===== config.mk =====
export PLATFORM = sky130hd
export DESIGN_NAME = wide_add_sequencer
export DESIGN_NICKNAME = d
export VERILOG_FILES = /design/src/rtl/wide_add_sequencer.sv
export SDC_FILE = /design/constraint.sdc
export NUM_CORES = 1
export LEC_CHECK = 0
export BUFFER_PORTS_ARGS = -buffer_cell sky130_fd_sc_hd__buf_2
export CAP_MARGIN = 20
export CORE_UTILIZATION = 25
export CTS_CLUSTER_SIZE = 10
export DETAILED_ROUTE_END_ITERATION = 12
export PLACE_DENSITY_LB_ADDON = 0.05
export SETUP_SLACK_MARGIN = 0.05
export SYNTH_ARGS = -nofsm -noshare
export SYNTH_HDL_FRONTEND = slang
export SYNTH_HIERARCHICAL = 1
export SYNTH_SLANG_ARGS = --single-unit

===== constraint.sdc =====
create_clock -name clk -period 12.2 [get_ports clk]
set_input_delay 1.83 -clock clk [delete_from_list [all_inputs] [get_ports clk]]
set_output_delay 1.83 -clock clk [all_outputs]
set_load 0.01 [all_outputs]

===== src/rtl/wide_add_sequencer.sv =====
// Multi-precision add/subtract controller: time-shares one 32-bit adder across
// WORDS limbs, LSW first, with the carry chained through a register.

module adder32 (
    input  logic [31:0] a,
    input  logic [31:0] b,
    input  logic        cin,
    output logic [31:0] sum,
    output logic        cout
);
    assign {cout, sum} = {1'b0, a} + {1'b0, b} + {32'd0, cin};
endmodule

module wide_add_sequencer #(
    parameter int WORDS = 4
) (
    input  logic                clk,
    input  logic                rst,
    input  logic                in_valid,
    output logic                in_ready,
    input  logic [32*WORDS-1:0] a,
    input  logic [32*WORDS-1:0] b,
    input  logic                cin,
    input  logic                sub,
    output logic                out_valid,
    input  logic                out_ready,
    output logic [32*WORDS-1:0] s,
    output logic                cout,
    output logic                ovf
);
    localparam int IDX_W = $clog2(WORDS);
    localparam logic [IDX_W-1:0] LAST_IDX = IDX_W'(WORDS - 1);

    typedef enum logic [1:0] {IDLE, RUN, DONE} state_t;

    state_t state, next_state;

    logic [WORDS-1:0][31:0] a_q, b_q, s_q;
    logic                   sub_q;
    logic [IDX_W-1:0]       idx;
    logic                   c_q;

    logic [31:0] limb_a, limb_b, limb_sum;
    logic        limb_cout;
    logic        last_limb;

    // Subtraction is A + ~B + 1; the +1 comes from seeding c_q at acceptance.
    assign limb_a    = a_q[idx];
    assign limb_b    = sub_q ? ~b_q[idx] : b_q[idx];
    assign last_limb = (idx == LAST_IDX);
    assign s         = s_q;

    adder32 u_adder (
        .a    (limb_a),
        .b    (limb_b),
        .cin  (c_q),
        .sum  (limb_sum),
        .cout (limb_cout)
    );

    always_ff @(posedge clk) begin
        if (rst) begin
            state <= IDLE;
        end else begin
            state <= next_state;
        end
    end

    always_comb begin
        next_state = state;
        in_ready   = 1'b0;
        out_valid  = 1'b0;
        case (state)
            IDLE: begin
                in_ready = 1'b1;
                if (in_valid) begin
                    next_state = RUN;
                end
            end
            RUN: begin
                if (last_limb) begin
                    next_state = DONE;
                end
            end
            DONE: begin
                out_valid = 1'b1;
                if (out_ready) begin
                    next_state = IDLE;
                end
            end
            default: next_state = IDLE;
        endcase
    end

    // Result, cout and ovf are only rewritten during RUN, so they hold through IDLE.
    always_ff @(posedge clk) begin
        if (rst) begin
            a_q   <= '0;
            b_q   <= '0;
            sub_q <= 1'b0;
            idx   <= '0;
            c_q   <= 1'b0;
            s_q   <= '0;
            cout  <= 1'b0;
            ovf   <= 1'b0;
        end else begin
            case (state)
                IDLE: begin
                    if (in_valid) begin
                        a_q   <= a;
                        b_q   <= b;
                        sub_q <= sub;
                        c_q   <= sub | cin;
                        idx   <= '0;
                    end
                end
                RUN: begin
                    s_q[idx] <= limb_sum;
                    c_q      <= limb_cout;
                    idx      <= idx + 1'b1;
                    if (last_limb) begin
                        cout <= limb_cout;
                        ovf  <= (limb_a[31] == limb_b[31]) & (limb_sum[31] != limb_a[31]);
                    end
                end
                default: ;
            endcase
        end
    end
endmodule


**Yosys cells after proc, flatten, opt, wreduce, memory -nomap -nowiden**

Index checks and enable logic that the tools add are counted.
W data, S select, Z words.

- Bits in registers: 392
- Output and inout bits: 132
- Word-level logic and storage cells: 59

- Add/sub/neg operators: 3
- Order comparisons: 2
- Equality and inequality tests: 8
- Mux-type cells: 18
- Bitwise gates (word level): 3
- Reduce and logical (&&, ||, !) cells: 7

Operators with widths:

| cell | count |
|---|---|
| $bmux W32 S2 | 2 |
| $bwmux W128 | 1 |
| $mux W32 | 4 |
| $demux W32 S2 | 1 |
| $add A32 B32 Y33 | 1 |
| $add A33 B1 Y33 | 1 |
| $not A32 Y32 | 1 |
| $mux W2 | 4 |
| $ne A2 B2 Y1 const B | 3 |
| $pmux W2 S3 | 1 |
| $reduce_and A2 Y1 | 3 |
| $eq A2 B2 Y1 const B | 2 |
| $pmux W2 S2 | 1 |
| $lt A2 B3 Y1 const B | 1 |
| $mux W1 | 3 |
| $reduce_and A3 Y1 | 1 |
| $add A2 B1 Y2 const B | 1 |
| $eq A2 B1 Y1 const B | 1 |
| $ge A2 B1 Y1 const B | 1 |
| $logic_not A2 Y1 | 1 |
| $pmux W1 S2 | 1 |
| $reduce_bool A2 Y1 | 1 |
| $and A1 B1 Y1 | 1 |
| $eq A1 B1 Y1 | 1 |
| 3 further kinds | 3 |

**Longest topological paths before layout**

Gate-level depths: netlist (run 1).

- Word-level depth: 8
- Mapped depth: 17

**Modules after synthesis**

Netlist (run 1), hierarchy kept.

Modules (own cells, without submodules):

| module | times used | cells an instance | area each (um^2) |
|---|---|---|---|
| wide_add_sequencer | 1 | 1836 | 15413.5 |
| adder32 | 1 | 244 | 1750.4 |

**Least setup slack after synthesis (run 1)**

No wires, ideal clock.

- Kind: register to register
- From: register idx[1]
- To: register ovf
- Setup time: 0.129 ns
- Data arrival time: 3.936 ns
- Data required time: 12.071 ns
- Setup slack: 8.135 ns
- Cell stages (with the launch flop): 15
- Buffers on the path: 2
- Period minus slack after synthesis: 4.065 ns
- Cell sequence: dfxtp_1 buf_2 buf_2 mux4_2 ha_1 a21o_1 o21bai_1 o311ai_1 nand3_1 a311oi_1 o21a_1 mux2i_1 and2b_2 mux2i_1 o31ai_2

- Elaborated cells on any way between the ends: 13
- Classes of those cells: 2 x add/sub; 3 x eq/ne; 5 x mux; 2 x bitwise; 1 x reduce/logical

RTL lines:

| element | RTL line | source |
|---|---|---|
| start, declared | 40 | `logic [IDX_W-1:0] idx;` |
| start signal, assigned | 120 | `idx <= idx + 1'b1;` |
| $bmux W32 S2 | 48 | `assign limb_a = a_q[idx];` |
| $mux W32 (implied by the code) | 48 |  |
| net limb_a[4] | 43 | `logic [31:0] limb_a, limb_b, limb_sum;` |
| $add A32 B32 Y33 | 11 | `assign {cout, sum} = {1'b0, a} + {1'b0, b} + {32'd0, cin};` |
| $add A33 B1 Y33 | 11 |  |
| net limb_sum[31] | 43 |  |
| $ne A1 B1 Y1 | 123 | `ovf <= (limb_a[31] == limb_b[31]) & (limb_sum[31] != limb_a[31]);` |
| $and A1 B1 Y1 | 123 |  |
| end signal, assigned | 123 |  |
| end, declared | 29 | `output logic ovf` |

The timed path passes the listed nets, and every way through them passes these cells. The select of a mux whose other input is x is not followed.
A chain may end at the register's enable or synchronous reset.

**Worst setup path in the final report (run 1)**

- From: register idx[0]
- To: register ovf

- Word-level cells in the longest chain between the ends: 8
- Elaborated cells on any way between the ends: 13
- Classes of those cells: 2 x add/sub; 3 x eq/ne; 5 x mux; 2 x bitwise; 1 x reduce/logical

Ends and longest elaborated chain:

| element | RTL line | source |
|---|---|---|
| $bmux W32 S2 * | 49 | `assign limb_b = sub_q ? ~b_q[idx] : b_q[idx];` |
| $mux W32 (implied by the code) * | 49 |  |
| $not A32 Y32 | 49 |  |
| $mux W32 * | 49 |  |
| net limb_b[12] | 43 |  |
| $add A32 B32 Y33 * | 11 |  |
| $add A33 B1 Y33 * | 11 |  |
| net limb_sum[31] | 43 |  |
| $ne A1 B1 Y1 * | 123 |  |
| $and A1 B1 Y1 * | 123 |  |

Mark *: on every way through the listed nets, which the timed path passes. The rest lies on a longest branch. The select of a mux whose other input is x is not followed.

==> results of run 1 <==
-- final timing paths --
kind            to  slack [ps]  depth (start not counted)
max            ovf        7030                         14
min          s[28]         450                          2
max reg2reg    ovf        7030                         14
min reg2reg  s[28]         450                          2
-- worst min-delay path: stages (launching register included) --
cell	delay, ps
dfxtp_1	300
nand2_1	50
a21oi_1	50
-- where the power goes --
group	switching [W]	internal [W]
Combinational	0.000305	0.000161
Sequential	0.0000377	0.00134
Clock	0.000545	0.000769
-- per-layer routing --
metal / share of wire [%] / vias up
li1: - / 7543
met1: 50 / 7237
met2: 44 / 332
met3: 4.4 / 58
met4: 1.3 / 4
met5: 0.042 / -
-- synth_stat cells (all sizes together), types with 6 or more instances --
cell type,instances,area share [%]
nand2,797,18
ha,35,2.6
mux4,64,8.4
o211ai,6,0.26
inv,12,0.26
xnor2,15,0.77
a21o,18,0.79
buf,68,2.5
clkbuf,92,2.0
o21ai,14,0.41
xor2,47,2.4
a21oi,424,12
dfxtp,392,46
nand3,7,0.23
nor2,17,0.42
-- sequential cells by signal (all words and copies together), names as in the netlist --
| register | flops |
|---|---|
| a_q | 128 |
| b_q | 128 |
| ovf | 1 |
| s | 128 |
| c_q | 1 |
| cout | 1 |
| idx | 2 |
| sub_q | 1 |
| state | 2 |
-- layout by cell type (no fill, tap or decap), types with 3 or more instances in the layout --
| cell | instances |
|---|---|
| buf_4 | 12 |
| o21ai_1 | 3 |
| inv_1 | 10 |
| mux4_2 | 64 |
| o21bai_1 | 5 |
| a22oi_1 | 3 |
| ha_1 | 35 |
| a31oi_1 | 4 |
| o21a_1 | 3 |
| nor2b_1 | 4 |
| nand3_1 | 6 |
| a21o_1 | 17 |
| xnor2_1 | 15 |
| nand2_1 | 791 |
| buf_2 | 392 |
| xor2_1 | 46 |
| nor3_1 | 4 |
| a211oi_1 | 3 |
| nand4_1 | 5 |
| nor2_1 | 16 |
| o21ai_0 | 11 |
| clkbuf_16 | 50 |
| dfxtp_1 | 389 |
| and3_1 | 3 |
| a21oi_1 | 424 |
| a311oi_1 | 3 |
| o31ai_1 | 3 |
| nand2_2 | 4 |
| clkbuf_1 | 16 |
| o211ai_1 | 6 |
| mux2i_1 | 3 |
| clkbuf_8 | 5 |
-- logic make-up (layout without fill, tap and decap cells) --
| logic type | count (synthesis) | after routing | share of synthesized area (%) |
|---|---|---|---|
| AO/OA/AOI/OAI | 496 | 496 | 15.40 |
| adder cells (fa/ha/maj) | 37 | 37 | 2.785 |
| AND/OR/NAND/NOR | 854 | 854 | 19.51 |
| flip-flops | 392 | 392 | 45.72 |
| buffers and inverters | 172 | 490 | 4.797 |
| XOR/XNOR | 62 | 62 | 3.208 |
| multiplexers | 67 | 67 | 8.573 |
-- per-stage QoR --
stage               utilization, %  hold WS, ps
finish                       31.04        449.3
global route                 31.04        467.9
CTS                          31.04        452.3
detailed placement           28.98        444.6
global placement             28.98        440.6
floorplan                        -        433.1
-- area by class of cell --
class / count / area share, %
Multi-Input combinational cell: 1516 / 40.58
Sequential cell: 392 / 37.48
Timing Repair Buffer: 405 / 9.862
Clock buffer: 71 / 6.585
Tap cell: 873 / 5.212
Inverter: 12 / 0.2149
Clock inverter: 2 / 0.05970
==> flow_summary.ini, run 1 <==
[placement]
port_buffers = 393
place_inst = 3198
dpl_cell_area_um2 = 19570
gp_congestion = 0.8041
hpwlAfterDp_um = 45780
place_ws_ps = 6935

[worst_setup_path]
crit_top_cell = mux2i_1
cp_num_buf_inv = 1
cp.required_ps = 12610
critPathMaxStageDelay_ps = 740
path_max_fanout = 44
startpoint = idx[0]
critical_path.reg2reg.startpoint = idx[0]
cp.arrival_ps = 5580
crit_chain = buf_4, mux4_2, xor2_1, ha_1, a21oi_1, o21ai_1, nand2_1, nand3_1, a311oi_1, o21a_1, mux2i_1, and2b_2, mux2i_1, o31ai_2
critical_path_class = register to register
cp-end-kind = register
crit_family = compound AO/OA/AOI/OAI gates
critPathLaunchType = register
crit_slowest_cell = buf_4

[drt]
wirelength_um = 64580
ant_nets = 0
vias = 15170
drc = 0
post_drt_wl_per_cell_um = 19.74
firstDrtPassIters = 4
via_per_inst = 4.639
first_iter_violations = 823

[clocking]
cts_setup_buffers = 0
clock-sinks = 392
clock_path_buffers = 3
cts.clk_slew.worst_paths_ps = 60
hold_buffers = 0
cts_resized = 0
cts_root_buffer = clkbuf_16
htree_levels = 2
cts_tree = built
cts_buffers = 48
clkLatencyLatePin_ps = 580

[grt]
grtUsageMet2_pct = 28.36
busiest_layer = met2
grt_pass1_vias = 15090
met1_usage_pct = 26.46
antenna_found_initial = 5
grtUsageMet3_pct = 3.169
grt_first_pass_wirelength_um = 97510
grt_usage_pct = 18.26
grt_max_degree = 130
grt_overflow = 0

[yosys]
ys_seq_elements = 392
synth-seq-area-share_pct = 45.72
syn_nets = 2379
synth.avg_cell_area_um2 = 8.252
synth_flop_cell = dfxtp_1
syn_inst = 2080
synth-async-reset-ratio_pct = 0
synth_warnings = 6
synth_cell_types = 59
syn-cell-area_um2 = 17160
synth-edff-count = 0

[power]
powerDensity_nw_per_um2 = 150.8
peakVddDrop_v = 0.00007835
p_leak_nw = 8.595
power_w = 0.003161

[cells_and_area]
layout.nets = 2674
postLayoutCellArea_um2 = 20960
finalNonFillerCells = 3271
multiInputGateArea_um2 = 8506
fillCellCount = 7408
synthToLayoutAreaGrowth_pct = 22.11
diodes = 0
seqCellArea_um2 = 7856
drive_gt1_share_pct = 22.81

[timing]
worstMarginPinSlew_ps = 1104
max_freq_ghz = 0.1936
rsz0062_at_grt = no
drv_slew = 0
fin_tns_setup_ps = 0
worst_slack_ps = 7034
setup_viol = 0
hold_violations = 0
fin_crit_ps = 5166
clock_skew_ps = 19.34
maxSlewHeadroom_pct = 26.41
post-route-period-util_pct = 42.35

[floorplan]
initial_core_util_pct = 25.42
die_area_um2 = 69710
coreArea_um2 = 67510
die_w_um = 264.0
rows = 95
die_h_um = 264.0
ios = 394

[flow_run]
cap_violations = 0

[min_path]
hp-class = register to register
hp-start = s[28]

[status]
outcome = completed
No activity file was read; power rests on OpenSTA's default activity.
==> run 2: changes to the inputs <==
Settings changed: ABC_AREA from default to 1.
Clock period 12.2 ns to 4.7 ns, I/O delays scaled along.
==> run 2 against run 1 <==
Compared with the run above:
- area after synthesis increased by 7.2%
- wire length increased by 19%
- critical endpoint is now s[76]
- sequential share of layout area decreased by 2.4 points
- cell area is 6.8% higher
- via count up 20%
- largest power group unchanged
- sequential power rose to 2.7 times the previous value
- power rose to 3.2 times the previous value
- die area grew 7.1%
- clock power grew to 2.8 times the previous value
- hold slack got worse by 90 ps
==> flow_summary.ini, run 2 <==
[status]
outcome = completed

[drt]
via_per_inst = 4.647
wirelength_um = 76600
vias = 18220
post_drt_wl_per_cell_um = 19.54
first_iter_violations = 1059
ant_nets = 0
firstDrtPassIters = 5
drc = 0

[yosys]
synth_cell_types = 36
synth.avg_cell_area_um2 = 6.961
synth_area_leader_cell = dfxtp_1
synth_xor_area_share_pct = 2.190
synthAdderAreaFrac_pct = 2.598
synth_top_area_share_pct = 42.66
ys_seq_elements = 392
synth_warnings = 6
synth-seq-area-share_pct = 42.66
synth_most_common_cell = nor2_1
muxShareOfSynthArea_pct = 0
syn_inst = 2643
synthTopCellsByArea = dfxtp_1, nor2_1, o21ai_0
synth-edff-count = 0
synth_compound_area_share_pct = 17.37
synth-async-reset-ratio_pct = 0
synth_flop_cell = dfxtp_1
synth_top_family_by_area = simple AND/OR/NAND/NOR gates
syn-cell-area_um2 = 18400
syn_nets = 2942
yosys.area_share.simple_pct = 26.93
ys_top_cells_by_count = nor2_1, dfxtp_1, nand2_1

[timing]
rsz0062_at_grt = no
max_freq_ghz = 0.2540
maxSlewHeadroom_pct = 32.77
fin_tns_setup_ps = 0
drv_slew = 0
hold_violations = 0
worstMarginPinSlew_ps = 1001
fin_crit_ps = 3937
post-route-period-util_pct = 83.76
setup_viol = 0
clock_skew_ps = 27.66

[cells_and_area]
fillCellCount = 8108
synthToLayoutAreaGrowth_pct = 21.65
final_common_cell = nor2_1
drive_gt1_share_pct = 18.26
diodes = 0
layout_common_cells = nor2_1, buf_2, dfxtp_1
seqCellArea_um2 = 7854
layout.nets = 3232
finalNonFillerCells = 3921
multiInputGateArea_um2 = 9039

[floorplan]
ios = 394
die_h_um = 273.3
die_area_um2 = 74680
die_w_um = 273.3
initial_core_util_pct = 25.26
coreArea_um2 = 72830
rows = 99

[worst_setup_path]
path_max_fanout = 53
cp.arrival_ps = 4440
reg2reg_depth = 15
critPathLaunchType = register
r2r-end = s[76]
critical_path_class = register to register
cp.required_ps = 5200
cp-end-kind = register
critical_path.reg2reg.startpoint = idx[0]
ff2ff_setup_slack_ps = 760

[grt]
grt_overflow = 0
grt_pass1_vias = 17750
grt_usage_pct = 20.01
grt_first_pass_wirelength_um = 112700
antenna_found_initial = 1
grt_max_degree = 173

[power]
peakVddDrop_v = 0.0002630
powerDensity_nw_per_um2 = 453.2
p_leak_nw = 10.33
power_w = 0.01014

[clocking]
cts.clk_slew.worst_paths_ps = 60
cts_resized = 0
clock-sinks = 392
htree_levels = 2
cts_root_buffer = clkbuf_16
cts_setup_buffers = 0
clkLatencyLatePin_ps = 590
cts_tree = built
hold_buffers = 0
cts_buffers = 49
clock_path_buffers = 3

[flow_run]
cap_violations = 0

[min_path]
hp-start = a[100]
hp-class = input port to register
min_to = a_q[100]
hold_depth = 3

[placement]
hpwlAfterDp_um = 55330
port_buffers = 393
place_inst = 3841
gp_congestion = 0.8976
run 2: worst max-delay path by stage:
stage                      start  endpoint  slack (ps)
after floorplan           idx[0]     s[16]        1670
after global placement    idx[0]     s[10]         870
after detailed placement  idx[0]     s[76]         830
after CTS                 idx[0]     s[76]         790
after global routing      idx[0]     s[44]         510
final                     idx[0]     s[76]         760
run 2: layout make-up:
type	instances	area share [%]
Timing Repair Buffer	423	10.14
Clock buffer	76	6.614
Multi-Input combinational cell	1935	40.39
Inverter	132	2.281
Clock inverter	4	0.1230
Sequential cell	392	35.09
Tap cell	959	5.361
run 2: report_power, final:
| group | internal, W | total (W) | switching, W | leakage (nW) |
|---|---|---|---|---|
| registers | 0.00358 | 0.00373 | 0.000152 | 3.22 |
| logic | 0.000799 | 0.00280 | 0.00200 | 6.36 |
| clock network | 0.00214 | 0.00361 | 0.00147 | 0.741 |
| total | 0.00652 | 0.0101 | 0.00362 | 10.3 |
run 2: cell families after synthesis:
family | count (synthesis)
flip-flops | 392
XOR/XNOR | 46
buffers and inverters | 316
AO/OA/AOI/OAI | 605
AND/OR/NAND/NOR | 1247
adder cells (fa/ha/maj) | 37
run 2: routing by layer:
metal  part of all wire, %  track usage (%)  up-vias  wire [um]
li1                      -                -     9134          -
met1                    47            27.05     8540      35700
met2                    46            32.39      438      34890
met3                   4.4            2.702      108       3333
met4                   3.5            7.116        0       2680
met5                     0                0        -          0
run 2: critical path, cell delays in order (launching register included):
cell and delay (ps):
dfxtp_4 390, buf_4 500, o21ai_1 150, o22ai_1 230
xor2_1 120, fa_1 500, fa_1 460, nand3_1 110
nand3_1 110, nand2_1 100, nand2_2 120, nand2_1 110
nand2_2 90, xor2_1 510, nand3_1 160, a21oi_1 170
run 2: metrics by stage:
step	util (%)	cell area [um^2]	setup WS, ps	hold slack [ps]
global placement	28.66	20870	875.0	444.6
floorplan	-	18400	1670	449.5
CTS	30.73	22380	786.1	321.4
detailed placement	28.66	20870	825.9	452.3
global route	30.73	22380	505.9	339.2
finish	30.73	22380	763.1	359.4
==> run 3: changes to the inputs <==
Clock period 4.7 ns to 3.9 ns, I/O delays scaled along.
==> run 3 against run 2 <==
Compared with the run above:
- register-to-register slack got worse by 400 ps
- flip-flop and latch count is the same
- clock power is 16% higher
- sequential share of layout area is 0.37 points lower
- hold slack worse by 120 ps
- wire length is 1.2% lower
- maximum frequency is 11% higher
- highest routed layer unchanged
==> flow_summary.ini, run 3 (synthesized netlist as in run 2, its figures left out) <==
[status]
outcome = completed

[cells_and_area]
synthToLayoutAreaGrowth_pct = 22.93
layout.nets = 3257
multiInputGateArea_um2 = 9056
drive_gt1_share_pct = 18.97
final_common_cell = nor2_1
seqCellArea_um2 = 7854
layout_common_cells = nor2_1, buf_2, dfxtp_1
fillCellCount = 8103
diodes = 0

[timing]
post-route-period-util_pct = 90.66
maxSlewHeadroom_pct = 44.94
rsz0062_at_grt = no
fin_crit_ps = 3536
fin_tns_setup_ps = 0
max_freq_ghz = 0.2828
worstMarginPinSlew_ps = 823.1
clock_skew_ps = 34.88
hold_violations = 0
worst_slack_ps = 364.4
drv_slew = 0
setup_viol = 0

[clocking]
cts_buffers = 48
clkLatencyLatePin_ps = 590
cts_tree = built
cts_setup_buffers = 0
clock_path_buffers = 3
cts.clk_slew.worst_paths_ps = 50
cts_root_buffer = clkbuf_16
clock-sinks = 392
htree_levels = 2
cts_resized = 0
hold_buffers = 0

[drt]
vias = 18180
via_per_inst = 4.619
firstDrtPassIters = 5
post_drt_wl_per_cell_um = 19.23
ant_nets = 0
wirelength_um = 75690
drc = 0
first_iter_violations = 1050

[placement]
port_buffers = 393
place_ws_ps = 133.1
hpwlAfterDp_um = 55090
gp_congestion = 0.9028

[grt]
grt_usage_pct = 19.56
busiest_layer = met2
grt_overflow = 0
met1_usage_pct = 26.29
grt_max_degree = 149
grtUsageMet2_pct = 32.86
grt_first_pass_wirelength_um = 111400
antenna_found_initial = 1
grt_pass1_vias = 17780
grtUsageMet3_pct = 2.246

[floorplan]
coreArea_um2 = 72830
die_h_um = 273.3
initial_core_util_pct = 25.26
ios = 394
die_area_um2 = 74680
rows = 99
die_w_um = 273.3

[worst_setup_path]
path_max_fanout = 35
crit_slowest_cell = dfxtp_4
critPathLaunchType = register
cp-end-kind = register
crit_chain = buf_6, buf_4, o21ai_0, o22ai_1, buf_4, ha_1, nand2_1, inv_1, a21oi_1, nand2_1, a21oi_1, nand3_1, nand2_2, nand3_1, a21oi_1
cp.required_ps = 4400
crit_family = compound AO/OA/AOI/OAI gates
critPathMaxStageDelay_ps = 430
cp.arrival_ps = 4030
cp_num_buf_inv = 4
crit_top_cell = a21oi_1
critical_path_class = register to register

[power]
powerDensity_nw_per_um2 = 540.3
peakVddDrop_v = 0.0002834
p_leak_nw = 10.45

[min_path]
hp-class = input port to register

[flow_run]
cap_violations = 0
run 3: cell types whose count changed in the layout (fill, tap and decap cells not counted), sizes merged:
| cell | previous run | this run |
|---|---|---|
| buf | 423 | 447 |
| clkinv | 3 | 4 |
| bufinv | 0 | 2 |
| clkbuf | 76 | 65 |
run 3: final cells by class:
cell class / count / area share, %
well taps: 959 / 5.305
clock inverters: 7 / 0.4426
flip-flops and latches: 392 / 34.73
repair buffers: 449 / 11.39
inverters: 132 / 2.268
clock buffers: 63 / 5.825
multi-input cells: 1935 / 40.04
run 3: worst reg2reg max path, delay by kind of cell (launching register included):
family | cells | cell delay (ps)
buffers and inverters | 4 | 880
adders and majority gates | 1 | 300
AOI/OAI and AO/OA | 5 | 1090
and+or+nand+nor | 5 | 740
DFF | 1 | 430
run 3: layer usage:
metal / up-vias / part of all wire (%)
met3: 83 / 3.6
met1: 8517 / 47
met2: 394 / 47
met5: - / 0
li1: 9190 / -
met4: 0 / 2.4
run 3: final timing paths:
check | start | end | slack (ps) | cells past startpoint
worst max-delay path | idx[0] | s[62] | 360 | 15
worst min-delay path | a[99] | a_q[99] | 240 | 3
worst max register to register | idx[0] | s[62] | 360 | 15
worst min register to register | s[39] | s[39] | 460 | 2
run 3: report_power, final:
part,internal [W],switching [W]
Combinational,0.00108,0.00244
Clock,0.00246,0.00173
Sequential,0.00432,0.000183
Total,0.00786,0.00436
run 3: stage by stage:
step / power (W) / util (%) / hold slack [ps] / cells / area (um^2)
floorplan: 0.006579 / - / 449.5 / 2643 / 18400
global placement: 0.008118 / 28.95 / 445.9 / 3864 / 21080
detailed placement: 0.008121 / 28.95 / 451.7 / 3864 / 21080
CTS: 0.01237 / 30.89 / 207.1 / 3934 / 22500
global route: 0.01293 / 31.05 / 235.6 / 3937 / 22620
finish: 0.01222 / 31.05 / 238.8 / 3937 / 22620
